[config.mk]
export PLATFORM = sky130hd
export DESIGN_NAME = rob
export DESIGN_NICKNAME = d
export VERILOG_FILES = /design/src/rtl/rv32i_types.sv /design/src/rtl/rob.sv
export SDC_FILE = /design/constraint.sdc
export NUM_CORES = 2
export LEC_CHECK = 0
export CORE_MARGIN = 10
export CORE_UTILIZATION = 35
export DETAILED_ROUTE_END_ITERATION = 16
export GPL_ROUTABILITY_DRIVEN = 1
export GPL_TIMING_DRIVEN = 0
export RECOVER_POWER = 50
export SLEW_MARGIN = 20
export SYNTH_ARGS = -nofsm -noshare
export SYNTH_HDL_FRONTEND = slang
export SYNTH_SLANG_ARGS = --single-unit
[constraint.sdc]
create_clock -name clk -period 18.55 [get_ports clk]
set_input_delay 1.855 -clock clk [delete_from_list [all_inputs] [get_ports clk]]
set_output_delay 1.855 -clock clk [all_outputs]
set_load 0.005 [all_outputs]
[src/rtl/rv32i_types.sv]
// Shared RV32I core types: the reorder-buffer entry record and its tag type.
package rv32i_types;

    localparam int ROB_DEPTH = 8;
    localparam int ROB_TAG_W = $clog2(ROB_DEPTH);

    typedef logic [ROB_TAG_W-1:0] rob_tag_t;

    typedef struct packed {
        logic [31:0] inst;
        logic [63:0] order;
        logic [31:0] pc;
        logic [31:0] pc_next;
        logic [4:0]  rd_addr;
        logic [31:0] rs1_data;
        logic [31:0] rs2_data;
        logic [31:0] rd_data;
        logic [31:0] mem_addr;
        logic [3:0]  mem_rmask;
        logic [3:0]  mem_wmask;
        logic [31:0] mem_rdata;
        logic [31:0] mem_wdata;
    } rob_entry_t;

endpackage

[src/rtl/rob.sv]
// Reorder buffer: in-order allocate at the tail, out-of-order completion from the CDB,
// in-order retire from the head, whole-buffer discard on a branch flush.
module rob
    import rv32i_types::*;
#(
    parameter int DEPTH = ROB_DEPTH,
    parameter int TAG_W = $clog2(DEPTH)
) (
    input  logic             clk,
    input  logic             rst,
    input  logic             alloc_valid,
    input  rob_entry_t       alloc_entry,
    output logic             alloc_ready,
    output logic [TAG_W-1:0] alloc_tag,
    input  logic             cdb_valid,
    input  logic [TAG_W-1:0] cdb_tag,
    input  rob_entry_t       cdb_entry,
    input  logic [TAG_W-1:0] src1_tag,
    input  logic [TAG_W-1:0] src2_tag,
    output logic             src1_ready,
    output logic             src2_ready,
    output logic [31:0]      src1_data,
    output logic [31:0]      src2_data,
    output logic             commit_en,
    output rob_entry_t       commit_data,
    output logic [TAG_W-1:0] head_tag,
    input  logic             br_flush,
    output logic [TAG_W:0]   count
);

    localparam logic [TAG_W:0] FULL_COUNT = (TAG_W + 1)'(DEPTH);

    logic [DEPTH-1:0] r_valid;
    logic [DEPTH-1:0] r_done;
    rob_entry_t       r_entry [DEPTH];
    logic [TAG_W-1:0] r_head;
    logic [TAG_W-1:0] r_tail;
    logic [TAG_W:0]   r_count;

    logic       w_alloc;
    logic       w_cdb_hit;
    rob_entry_t w_new_entry;
    rob_entry_t w_cdb_merge;

    // A flush cycle must not let anything into or out of the buffer.
    assign alloc_ready = (r_count != FULL_COUNT) && !br_flush;
    assign w_alloc     = alloc_valid && alloc_ready;
    assign w_cdb_hit   = cdb_valid && r_valid[cdb_tag] && !br_flush;
    assign commit_en   = r_valid[r_head] && r_done[r_head] && !br_flush;
    assign commit_data = r_entry[r_head];
    assign head_tag    = r_head;
    assign alloc_tag   = r_tail;
    assign count       = r_count;

    assign src1_ready  = r_valid[src1_tag] && r_done[src1_tag];
    assign src2_ready  = r_valid[src2_tag] && r_done[src2_tag];
    assign src1_data   = r_entry[src1_tag].rd_data;
    assign src2_data   = r_entry[src2_tag].rd_data;

    always_comb begin
        w_new_entry           = alloc_entry;
        w_new_entry.rs1_data  = '0;
        w_new_entry.rs2_data  = '0;
        w_new_entry.rd_data   = '0;
        w_new_entry.mem_addr  = '0;
        w_new_entry.mem_rmask = '0;
        w_new_entry.mem_wmask = '0;
        w_new_entry.mem_rdata = '0;
        w_new_entry.mem_wdata = '0;
    end

    // Result broadcast keeps the dispatch-time identity of the target entry.
    always_comb begin
        w_cdb_merge         = cdb_entry;
        w_cdb_merge.inst    = r_entry[cdb_tag].inst;
        w_cdb_merge.order   = r_entry[cdb_tag].order;
        w_cdb_merge.pc      = r_entry[cdb_tag].pc;
        w_cdb_merge.rd_addr = r_entry[cdb_tag].rd_addr;
    end

    always_ff @(posedge clk) begin
        if (rst || br_flush) begin
            r_valid <= '0;
            r_done  <= '0;
            r_head  <= '0;
            r_tail  <= '0;
            r_count <= '0;
        end else begin
            if (w_alloc) begin
                r_valid[r_tail] <= 1'b1;
                r_done[r_tail]  <= 1'b0;
                r_tail          <= r_tail + 1'b1;
            end
            if (w_cdb_hit) begin
                r_done[cdb_tag] <= 1'b1;
            end
            if (commit_en) begin
                r_valid[r_head] <= 1'b0;
                r_head          <= r_head + 1'b1;
            end
            case ({w_alloc, commit_en})
                2'b10:   r_count <= r_count + 1'b1;
                2'b01:   r_count <= r_count - 1'b1;
                default: r_count <= r_count;
            endcase
        end
    end

    // NOTE: the payload array is deliberately not reset; valid/done gate every use of it.
    always_ff @(posedge clk) begin
        if (w_alloc) begin
            r_entry[r_tail] <= w_new_entry;
        end
        if (w_cdb_hit) begin
            r_entry[cdb_tag] <= w_cdb_merge;
        end
    end

endmodule

Word level (Yosys, flattened, before mapping)
Memory sizes are Yosys's and may differ from the RTL's. A register that Yosys moved wholly into a read port is not among the register bits.
Index checks and enable logic that the tools add are counted.
{"block": "word_totals", "ff_bits": 26, "ram_bits": 2920, "elab_cells": 80, "mem_count": 1}
{"memory": "r_entry", "words": 8, "word_bits": 365, "rd": 3, "rd_ports_with_merged_regs": 1, "write_ports": 2, "line": "rob.sv:35", "text": "rob_entry_t r_entry [DEPTH];"}
{"block": "op_classes", "order_cmp": 8, "addsub": 4, "n_bitwise": 9, "reduce_logical": 15, "n_mux": 33, "n_eq_ne": 5}
{"op": "$mux 8", "count": 6}
{"op": "$bmux 1 s3", "count": 7}
{"op": "$lt 3x4->1 const B", "count": 5}
{"op": "$and 8x8->8", "count": 2}
{"op": "$not 8->8", "count": 2}
{"op": "$or 8x8->8", "count": 2}
{"op": "$mux 1", "count": 14}
{"op": "$logic_and 1x1->1", "count": 11}
{"op": "$demux 1 s3", "count": 3}
{"op": "$ge 3x1->1 const B", "count": 3}
{"op": "$pmux 4 s2", "count": 1}
{"op": "$add 3x1->3 const B", "count": 2}
{"op": "$mux 3", "count": 2}
{"op": "$add 4x1->4 const B", "count": 1}
{"op": "$ne 4x4->1 const B", "count": 1}
{"op": "$sub 4x1->4 const B", "count": 1}
{"op": "$eq 3x3->1", "count": 1}
{"op": "$and 1x1->1", "count": 2}
{"op": "$eq 2x1->1 const B", "count": 1}
{"op": "$eq 2x2->1 const B", "count": 1}
{"op": "$reduce_and 2->1", "count": 1}
{"op": "$reduce_bool 2->1", "count": 1}
{"op": "$logic_not 1->1", "count": 1}
{"op": "$logic_or 1x1->1", "count": 1}
{"op": "2 further kinds", "count": 2}

Logic depth before layout (Yosys ltp)
{"block": "logic_depth", "depth_word": 10, "mapped_depth": 12, "depth_no_buf": 11}

Worst setup path after synthesis
OpenSTA, ideal clock, no wires.
{"block": "synth_path", "kind": "input -> register", "startpoint": "in br_flush", "endpoint": "mem r_entry[0][0] in the netlist's numbering, enable pin", "setup_slack_ns": 4.053, "stages": 5, "setup_time_ns": 0.873, "arrival_ns": 13.624, "n_path_buf": 1, "t_required_ns": 17.677, "cell_sequence": "buf_6 -> or3b_4 -> or2_1 -> or3_1 -> o21bai_1"}
{"element": "from (decl)", "line": "rob.sv:27", "text": "input logic br_flush,"}
{"element": "to (decl)", "line": "rob.sv:35"}

==> flow_summary.json <==
{
  "yosysSeqAreaShare_pct": 68.48,
  "yosysWarnings": 0,
  "rr_worst_depth": 5,
  "total_power_w": 0.01417,
  "violations": "max-capacitance violations, max-slew violations",
  "place_area_um2": 145400,
  "grt_max_degree": 68,
  "syn_avg_cell_area_um2": 18.50,
  "die_height_um": 626.8,
  "antenna_found_initial": 213,
  "rsz0062_at_grt": "false",
  "cts_tree": "done",
  "timing.slew.headroom_pct": -199.6,
  "vias": 73770,
  "fin_nets": 8925,
  "multi_input_area_um2": 37770,
  "status": "finished, violations left",
  "layout-drive-gt1-share_pct": 23.59,
  "grt_util_all_layers_pct": 21.15,
  "num_rows": 222,
  "final_area_um2": 155000,
  "clock_sinks": 2949,
  "grt_pass1_vias": 75760,
  "io_buffers": 781,
  "holdPathEnd": "r_done[3]",
  "tightest_slew_ps": 4494,
  "fin_ws_ps": 8489,
  "period_needed_ps": 10060,
  "core_um2": 366100,
  "p_leak_nw": 50.30,
  "rr_startpoint": "alloc_tag[0]",
  "switchingPower_w": 0.003008,
  "synth-seq-cells": 2949,
  "min_path_type": "reg2reg",
  "grt_overflow": 0,
  "ant_nets": 0,
  "detailed_place_hpwl_mm": 292.7,
  "critPathSlowestCell": "clkbuf_1",
  "start_util_pct": 35.20,
  "synthDistinctLibCells": 60,
  "synth_area_um2": 128900,
  "post-place-ws_ps": 12200,
  "hold_start": "r_done[3]",
  "cp_max_fo": 51,
  "clockPowerShare_pct": 44.5,
  "h-tree-depth": 5,
  "cts_buffers": 326,
  "die_area_um2": 392900,
  "synth_edf_count": 2920,
  "root_buffer": "clkbuf_16",
  "drt_iter0_drc": 7696,
  "cts_hold_buf": 0,
  "dp_cells": 12660,
  "seq_power_share_pct": 51.7,
  "cap_viol_max_count": 40,
  "area.growth.synth_to_final_pct": 20.25,
  "clock_path_buffers": 4,
  "comb_power_share_pct": 3.8,
  "clk_pin_slew_worst_paths_ps": 60,
  "post-cts-setup-buffer-count": 0,
  "end_kind": "register",
  "p_int_w": 0.01116,
  "hold_viol_final": 0,
  "wl_per_cell_um": 32.37,
  "grt_pass1_wl_mm": 594.3,
  "fillCellCount": 32410,
  "drc_errors": 0,
  "seq_area_um2": 88260,
  "reg2reg_slack_ps": 9820,
  "irDropWorstVdd_v": 0.00007234,
  "ios": 1187,
  "insertion_delay_ps": 890,
  "viasPerCell": 5.534,
  "setup_viol_count_final": 0,
  "switching_share_pct": 21.23,
  "timing.fmax_mhz": 99.40,
  "fin_cells": 13330,
  "synthesis.instances": 6967,
  "synth.net_count": 7716,
  "die_w_um": 626.8,
  "crit_chain": "dlygate4sd3_1 -> clkbuf_1 -> mux2_1 -> nand3_1 -> o211ai_1 -> o21ai_0 -> clkbuf_1 -> clkbuf_1",
  "async_reset_ff_share_pct": 0,
  "worst_ep_required_time_ps": 18940,
  "first_pass_iters": 5,
  "routabilityCongestion": 0.8437,
  "cpPeakStageDelay_ps": 2820,
  "tns_ps": 0,
  "cp_common_cell": "clkbuf_1",
  "crit_arrival_ps": 10450,
  "finalCritPeriodShare_pct": 54.24,
  "drt-total-wl_mm": 431.5,
  "r2r_end": "r_entry[4][252]",
  "synthFlopType": "edfxtp_1",
  "cts_resized": 0,
  "fin_skew_ps": 43.35,
  "worst-setup-path-type": "in2reg",
  "drv_slew": 1043,
  "powerDensity_nw_per_um2": 91.44,
  "startpoint_type": "primary input",
  "hold_depth": 2
}
## flip-flops by register name, indices dropped and copies added (netlist names), named ones only
signal,count
alloc_tag,3
count,4
r_done,8
r_valid,8
head_tag,3
r_entry,2920
## placed cells by master (no fill, tap or decap), types with 6 or more instances in the layout
master and count:
inv_6 9, mux2_2 429, clkbuf_2 28, buf_4 27
nor3_1 8, clkbuf_1 464, and2_0 378, clkinv_2 53
or3_1 8, a21oi_1 14, mux4_2 860, nand2_1 89
buf_1 64, bufinv_16 22, edfxtp_1 2920, clkinv_1 75
buf_12 21, a22o_1 224, nor2_1 27, nand3_1 8
clkinvlp_4 11, xor2_1 6, buf_16 56, clkinv_4 6
diode_2 85, and3_1 601, o21ai_0 47, and2_1 623
inv_1 7, dfxtp_1 29, dlygate4sd3_1 146, clkdlybuf4s50_1 635
clkbuf_16 333, buf_2 109, nand4b_1 6
## kinds of logic (layout without fill, tap and decap cells)
kind of cell	after synthesis	after routing	share of synthesized area, %
flops	2949	2949	68.48
simple gates	1786	1786	8.529
mux	1293	1293	18.81
buf+inv	618	2081	2.123
compound gates	305	305	1.932
xor+xnor	11	11	0.07475
fa+ha+maj	5	5	0.04854
other cells	0	85	0
## Yosys cell counts (29+ instances only)
master | number | share of area, %
a22o_1 | 224 | 1.5
and2_1 | 1000 | 4.9
and3_1 | 601 | 2.9
buf_1 | 66 | 0.19
buf_2 | 143 | 0.56
buf_4 | 41 | 0.24
clkbuf_1 | 319 | 0.93
clkbuf_2 | 37 | 0.14
dfxtp_1 | 29 | 0.45
edfxtp_1 | 2920 | 68
mux2_2 | 429 | 3.7
mux4_2 | 860 | 15
nand2_1 | 88 | 0.26
o21ai_1 | 30 | 0.12
## how the worst max path moves through the flow
stage	from	endpoint	slack, ps	cells after the start
2_1_floorplan	br_flush	r_entry[0][0]	4050	5
3_3_place_gp	alloc_valid	r_entry[0][33]	-8950	5
3_5_place_dp	src2_tag[1]	src2_ready	12200	5
4_1_cts	register	commit_data[234]	11730	6
5_1_grt	cdb_tag[0]	r_entry[4][227]	8060	9
6_report	cdb_tag[0]	r_entry[4][252]	8490	8
## per-stage QoR
| step | utilization (%) | hold WS [ps] |
|---|---|---|
| 2_1_floorplan | - | 449.5 |
| 6_report | 42.33 | 511.1 |
| 3_5_place_dp | 39.71 | 507.8 |
| 5_1_grt | 42.31 | 527.6 |
| 4_1_cts | 42.51 | 515.9 |
| 3_3_place_gp | 38.99 | 492.2 |
## power by group through the flow
stage	sequential [W]	clock, W	combinational (W)
floorplan	0.00748	0	0.000184
global placement	0.00750	0	0.000527
detailed placement	0.00746	0	0.000557
CTS	0.00732	0.00641	0.000560
global route	0.00732	0.00667	0.000571
finish	0.00732	0.00631	0.000542
## per-layer routing
layer,vias to the layer above,routed length (µm),GRT usage (%)
met4,78,25560,11.34
met5,-,530,0
met2,3450,206000,34.02
met3,938,37040,4.975
met1,38820,162400,26.59
li1,30480,-,-
## layout make-up
type / count / area share [%]
sequential: 2949 / 56.95
multi-input combinational: 3400 / 24.37
timing repair buffer: 881 / 6.366
clock buffer: 394 / 5.525
tap: 4816 / 3.888
buffer: 611 / 1.668
clock inverter: 188 / 1.074
antenna: 85 / 0.1372
inverter: 7 / 0.01695
## worst max-delay path: cells and delay by family
kind | cells | cell delay [ps]
mux | 1 | 400
buf+inv | 4 | 6590
compound gates | 2 | 1340
simple gates | 1 | 120
No activity file was read; power rests on OpenSTA's default activity.
